$ cat src/rtl/msg_scroll_display.sv
// Multiplexed 7-segment message driver: shadow-buffered message load, static/scroll/blink modes.
// Optional DISP_DIM_EN adds a brillo input that shortens the per-slot anode on-time.
module msg_scroll_display #(
    parameter int NUM_DIGITS    = 8,
    parameter int MSG_LEN       = 16,
    parameter int REFRESH_DIV   = 100000,
    parameter int SCROLL_FRAMES = 50,
    parameter int BLINK_FRAMES  = 100
) (
    input  logic                  clk,
    input  logic                  rst,
    input  logic                  enable,
    input  logic [1:0]            modo,
    input  logic                  wr_valid,
    output logic                  wr_ready,
    input  logic [4:0]            wr_char,
    input  logic                  wr_last,
`ifdef DISP_DIM_EN
    input  logic [3:0]            brillo,
`endif
    output logic [6:0]            segmentos,
    output logic [NUM_DIGITS-1:0] anodos
);
    localparam int LW = $clog2(MSG_LEN + 1);
    localparam int IW = (MSG_LEN > 1) ? $clog2(MSG_LEN) : 1;
    localparam int PW = $clog2(MSG_LEN + 2 * NUM_DIGITS);
    localparam int DW = (NUM_DIGITS > 1) ? $clog2(NUM_DIGITS) : 1;
    localparam int RW = $clog2(REFRESH_DIV);
    localparam int SW = $clog2(SCROLL_FRAMES + 1);
    localparam int BW = $clog2(BLINK_FRAMES + 1);

    logic [4:0]      shadow [MSG_LEN];
    logic [4:0]      active [MSG_LEN];
    logic [LW-1:0]   wptr, act_len;
    logic            commit;
    logic [1:0]      modo_q;
    logic [RW-1:0]   ref_cnt;
    logic [DW-1:0]   dig_idx;
    logic [SW-1:0]   sc_cnt;
    logic [BW-1:0]   bl_cnt;
    logic [PW-1:0]   offset;
    logic            blink_hidden;

    logic            slot_end, frame_end, mode_chg, dim_on;
    logic [PW-1:0]   v_len, p_raw, p;
    logic [4:0]      ch;
    logic [NUM_DIGITS-1:0] an_sel;

    function automatic logic [6:0] decode(input logic [4:0] c);
        case (c)
            5'h00: decode = 7'h40;  5'h01: decode = 7'h79;
            5'h02: decode = 7'h24;  5'h03: decode = 7'h30;
            5'h04: decode = 7'h19;  5'h05: decode = 7'h12;
            5'h06: decode = 7'h02;  5'h07: decode = 7'h78;
            5'h08: decode = 7'h00;  5'h09: decode = 7'h10;
            5'h0A: decode = 7'h08;  5'h0B: decode = 7'h03;
            5'h0C: decode = 7'h46;  5'h0D: decode = 7'h21;
            5'h0E: decode = 7'h06;  5'h0F: decode = 7'h0E;
            5'h11: decode = 7'h2F;  5'h12: decode = 7'h40;
            5'h13: decode = 7'h3F;  5'h14: decode = 7'h09;
            5'h15: decode = 7'h47;  5'h16: decode = 7'h0C;
            5'h17: decode = 7'h41;
            default: decode = 7'h7F;
        endcase
    endfunction

    // The commit cycle is the only cycle the shadow buffer is busy.
    assign wr_ready  = !rst && !commit;
    assign slot_end  = (ref_cnt == RW'(REFRESH_DIV - 1));
    assign frame_end = slot_end && (dig_idx == DW'(NUM_DIGITS - 1));
    assign mode_chg  = (modo != modo_q);

`ifdef DISP_DIM_EN
    logic [3:0] brillo_s;
    assign dim_on = 32'(ref_cnt) < (((32'(brillo_s) + 32'd1) * 32'(REFRESH_DIV)) >> 4);
`else
    assign dim_on = 1'b1;
`endif

    // Scroll position wraps with a single compare-subtract: offset < V and d < NUM_DIGITS <= V.
    always_comb begin
        v_len = PW'(act_len) + PW'(NUM_DIGITS);
        p_raw = PW'(dig_idx);
        if (modo == 2'd1)
            p_raw = offset + PW'(dig_idx);
        p  = (p_raw >= v_len) ? p_raw - v_len : p_raw;
        ch = (p < PW'(act_len)) ? active[IW'(p)] : 5'h10;
        an_sel = '1;
        an_sel[DW'(NUM_DIGITS - 1) - dig_idx] = !dim_on;
    end

    always_ff @(posedge clk) begin
        if (rst) begin
            wptr         <= '0;
            act_len      <= '0;
            commit       <= 1'b0;
            modo_q       <= 2'd0;
            ref_cnt      <= '0;
            dig_idx      <= '0;
            sc_cnt       <= '0;
            bl_cnt       <= '0;
            offset       <= '0;
            blink_hidden <= 1'b0;
            segmentos    <= 7'h7F;
            anodos       <= '1;
`ifdef DISP_DIM_EN
            brillo_s     <= 4'hF;
`endif
        end else begin
            modo_q <= modo;
            if (commit) begin
                active  <= shadow;
                act_len <= wptr;
                wptr    <= '0;
                commit  <= 1'b0;
            end else if (wr_valid) begin
                if (wptr != LW'(MSG_LEN)) begin
                    shadow[IW'(wptr)] <= wr_char;
                    wptr              <= wptr + 1'b1;
                end
                if (wr_last)
                    commit <= 1'b1;
            end

            if (!enable) begin
                ref_cnt      <= '0;
                dig_idx      <= '0;
                sc_cnt       <= '0;
                bl_cnt       <= '0;
                offset       <= '0;
                blink_hidden <= 1'b0;
                segmentos    <= 7'h7F;
                anodos       <= '1;
`ifdef DISP_DIM_EN
                brillo_s     <= brillo;
`endif
            end else begin
                ref_cnt <= slot_end ? '0 : ref_cnt + 1'b1;
                if (slot_end) begin
                    dig_idx <= (dig_idx == DW'(NUM_DIGITS - 1)) ? '0 : dig_idx + 1'b1;
`ifdef DISP_DIM_EN
                    brillo_s <= brillo;
`endif
                end
                if (mode_chg) begin
                    sc_cnt       <= '0;
                    bl_cnt       <= '0;
                    offset       <= '0;
                    blink_hidden <= 1'b0;
                end else if (commit) begin
                    offset       <= '0;
                    blink_hidden <= 1'b0;
                end else if (frame_end) begin
                    if (sc_cnt == SW'(SCROLL_FRAMES - 1)) begin
                        sc_cnt <= '0;
                        offset <= (offset == v_len - 1'b1) ? '0 : offset + 1'b1;
                    end else begin
                        sc_cnt <= sc_cnt + 1'b1;
                    end
                    if (bl_cnt == BW'(BLINK_FRAMES - 1)) begin
                        bl_cnt       <= '0;
                        blink_hidden <= !blink_hidden;
                    end else begin
                        bl_cnt <= bl_cnt + 1'b1;
                    end
                end
                if (modo == 2'd2 && blink_hidden) begin
                    segmentos <= 7'h7F;
                    anodos    <= '1;
                end else begin
                    segmentos <= decode(ch);
                    anodos    <= an_sel;
                end
            end
        end
    end
endmodule

$ cat config.mk
export PLATFORM = sky130hd
export DESIGN_NAME = msg_scroll_display
export DESIGN_NICKNAME = d
export VERILOG_FILES = /design/src/rtl/msg_scroll_display.sv
export SDC_FILE = /design/constraint.sdc
export NUM_CORES = 1
export LEC_CHECK = 0
export ABC_AREA = 0
export CAP_MARGIN = 20
export CORE_MARGIN = 5
export CORE_UTILIZATION = 30
export DETAILED_ROUTE_END_ITERATION = 8
export PLACE_DENSITY_LB_ADDON = 0.12
export SLEW_MARGIN = 20
export SYNTH_ARGS = -nofsm -noshare
export SYNTH_HDL_FRONTEND = slang
export SYNTH_SLANG_ARGS = --single-unit
$ cat constraint.sdc
create_clock -name clk -period 5.6 [get_ports clk]
set_input_delay 0.56 -clock clk [delete_from_list [all_inputs] [get_ports clk]]
set_output_delay 0.56 -clock clk [all_outputs]
set_load 0.005 [all_outputs]
==> results_dict.tcl <==
set metrics [dict create \
    status "finished clean" \
    final_common_cell "edfxtp_1" \
    post_dp_cell_area_sq_um 10500 \
    design_area_sq_um 11400 \
    drc_errors 0 \
    slew_headroom_pct 36.9 \
    path_max_fanout 29 \
    max_slew.worst_pin.slew_ns 0.943 \
    vias_per_cell 4.79 \
    wirelength_um 21600 \
    cts.clk_slew.worst_paths_ns 0.06 \
    finalSetupTns_ns 0 \
    final-setup-viol-count 0 \
    endpoint_kind "flip-flop" \
    min_period_ns 5.22 \
    min_path_cells 0 \
    grt_pass1_vias 6101 \
    clk_latency_ns 0.54 \
    htree_levels 1 \
    die_w_um 190 \
    io_buffers 27 \
    mostFrequentLayoutCells "edfxtp_1, nor2_1, dfxtp_1" \
    drtPass1Iterations 4 \
    wl_per_cell_um 17.9 \
    vias 5782 \
    fin_util_pct 35.8 \
    synth_cells 736 \
    gr-total-overflow 0 \
    grt_max_degree 30 \
    drt_iter0_drc 337 \
    n_fill_cell 3031 \
    worstPathRequired_ns 6.02 \
    hold_buffers 0 \
    antennaDiodeCount 0 \
    cts_buffer_depth 3 \
    cts.sink_count 227 \
    hpwl_um 14900 \
    synth-seq-area-share_pct 63.3 \
    drv_slew 0 \
    hp-start "shadow[66]$_DFFE_PP_" \
    synth_flop_cell "edfxtp_1" \
    cts-root-buf "clkbuf_16" \
    die_h_um 190 \
    timing.fmax_ghz 0.192 \
    synth.distinct_cells 78 \
    synth_top_area_cell "edfxtp_1" \
    cts_buffers 26 \
    place_congestion 0.809 \
    p_per_area_nw_per_um2 323 \
    async_flop_share_pct 0 \
    start_kind "flip-flop" \
    coreArea_sq_um 31700 \
    grtUsageTotal_pct 12.1 \
    fin_crit_sh_pct 93.2 \
    r2r_slack_ns 0.38 \
    initial_utilization_pct 30.6 \
    rr_endpoint "segmentos[2]$_SDFF_PP1_" \
    synth_edf_count 160 \
    whs_ns 0.415 \
    antenna_found_initial 0 \
    rsz0062_at_grt "false" \
    min_to "active[66]$_DFFE_PP_" \
    ys_warn_count 0 \
    syn-cell-area_sq_um 9700 \
    synthesis.nets 780 \
    final-hold-violation-count 0 \
    ir_drop_uv 189 \
    hold_class "flip-flop to flip-flop" \
    drive_gt1_share_pct 13.2 \
    row_count 65 \
    area_growth_pct 17.1 \
    postSynthAreaPerCell_sq_um 13.2 \
    ys_ff_latch 227 \
    ff2ff_path_depth 20 \
    tritoncts "built" \
    ant_nets 0 \
    r2r-start "offset[0]$_SDFFE_PP0P_" \
    layout.nets 828 \
    critPathKind "flip-flop to flip-flop" \
    drv_cap 0 \
    worst-endpoint-arrival_ns 5.64 \
    netlist.area_leader.share_pct 49.5 \
    skew_ns 0.0249 \
    p_leak_nw 3.90 \
    die-area_sq_um 36000 \
    grt_first_pass_wirelength_um 34700 \
    num_io_pins 28 \
    synth.area.top_cells "edfxtp_1, dfxtp_1, ha_1, nor2_1, xor2_1" \
]
-- cells in the mapped netlist, types with 17 or more instances --
cell	n
dfxtp_1	67
and3_1	18
xor2_1	26
edfxtp_1	160
mux2i_1	20
inv_1	25
ha_1	30
xnor2_1	23
nand2_1	52
a211oi_1	17
a21oi_1	20
nor2_1	81
nand3_1	23
-- report_power, final --
group	internal [W]	switching, W	total, W
logic	0.0000306	0.0000531	0.0000836
clock network	0.00109	0.000683	0.00177
registers	0.00181	0.00000902	0.00181
-- repair_timing --
action                                  4_1_cts  5_1_grt
setup buffers                                 0        0
endpoints found under the setup margin        0        3
gates resized for setup                       0        4
-- per-stage QoR --
step           power (W)  setup slack [ns]  std cells
6_report         0.00367             0.383       1206
5_1_grt          0.00381            0.0286       1206
4_1_cts          0.00373             0.293       1206
3_5_place_dp     0.00194             0.136       1158
3_3_place_gp     0.00193             0.240       1157
2_1_floorplan    0.00189             0.702        736
-- logic make-up after synthesis --
logic type / count (synthesis) / share of synthesized area, %
xor+xnor: 49 / 4.42
compound gates: 103 / 8.68
buf+inv: 51 / 2.85
simple gates: 236 / 12.0
mux: 38 / 4.45
flops: 227 / 63.3
fa+ha+maj: 32 / 4.28
-- sequential cells by signal, indices dropped and copies added (netlist names) --
register,cells
active,80
shadow,80
ref_cnt,17
anodos,8
bl_cnt,7
segmentos,7
sc_cnt,6
act_len,5
offset,5
wptr,5
dig_idx,3
modo_q,2
blink_hidden,1
commit,1
-- worst max-delay path by stage --
stage	from	endpoint
after detailed placement	modo[0]	segmentos[3]$_SDFF_PP1_
after global placement	modo[0]	segmentos[1]$_SDFF_PP1_
final	offset[0]$_SDFFE_PP0P_	segmentos[2]$_SDFF_PP1_
after floorplan	offset[0]$_SDFFE_PP0P_	segmentos[3]$_SDFF_PP1_
after global routing	offset[0]$_SDFFE_PP0P_	segmentos[3]$_SDFF_PP1_
after CTS	dig_idx[1]$_SDFFE_PP0N_	segmentos[3]$_SDFF_PP1_
-- cell type report --
class	count	area (sq um)	share of cell area [%]
clock inverter	19	240	2.11
timing repair buffer	43	410	3.61
inverter	28	105	0.925
multi-input combinational	458	3290	29.0
clock buffer	29	662	5.83
tap	402	503	4.43
sequential	227	6150	54.1
-- critical path, stage by stage (launching register included) --
cell and delay [ns]:
dfxtp_1 0.37, ha_1 0.26, fa_1 0.40, a21oi_1 0.14, nor2b_1 0.07, xnor2_1 0.12
nor3_1 0.22, ha_1 0.36, a21oi_1 0.22, nand2_1 0.24, o31a_4 0.40, nand2_8 0.22
mux2_2 0.38, a221o_1 0.37, o21ai_1 0.30, nor2_2 0.12, inv_1 0.10, ha_1 0.27
nor2_1 0.08, a22o_1 0.19, a221o_1 0.30
-- metal layers --
layer | vias to the layer above | global-route usage, % | part of all wire [%]
met3 | 29 | 2.18 | 3.6
li1 | 2814 | - | -
met4 | 0 | 2.64 | 1.5
met5 | - | 0 | 0
met1 | 2856 | 16.6 | 47
met2 | 83 | 20.1 | 48
Note: power is estimated with default switching activity, not from simulation.
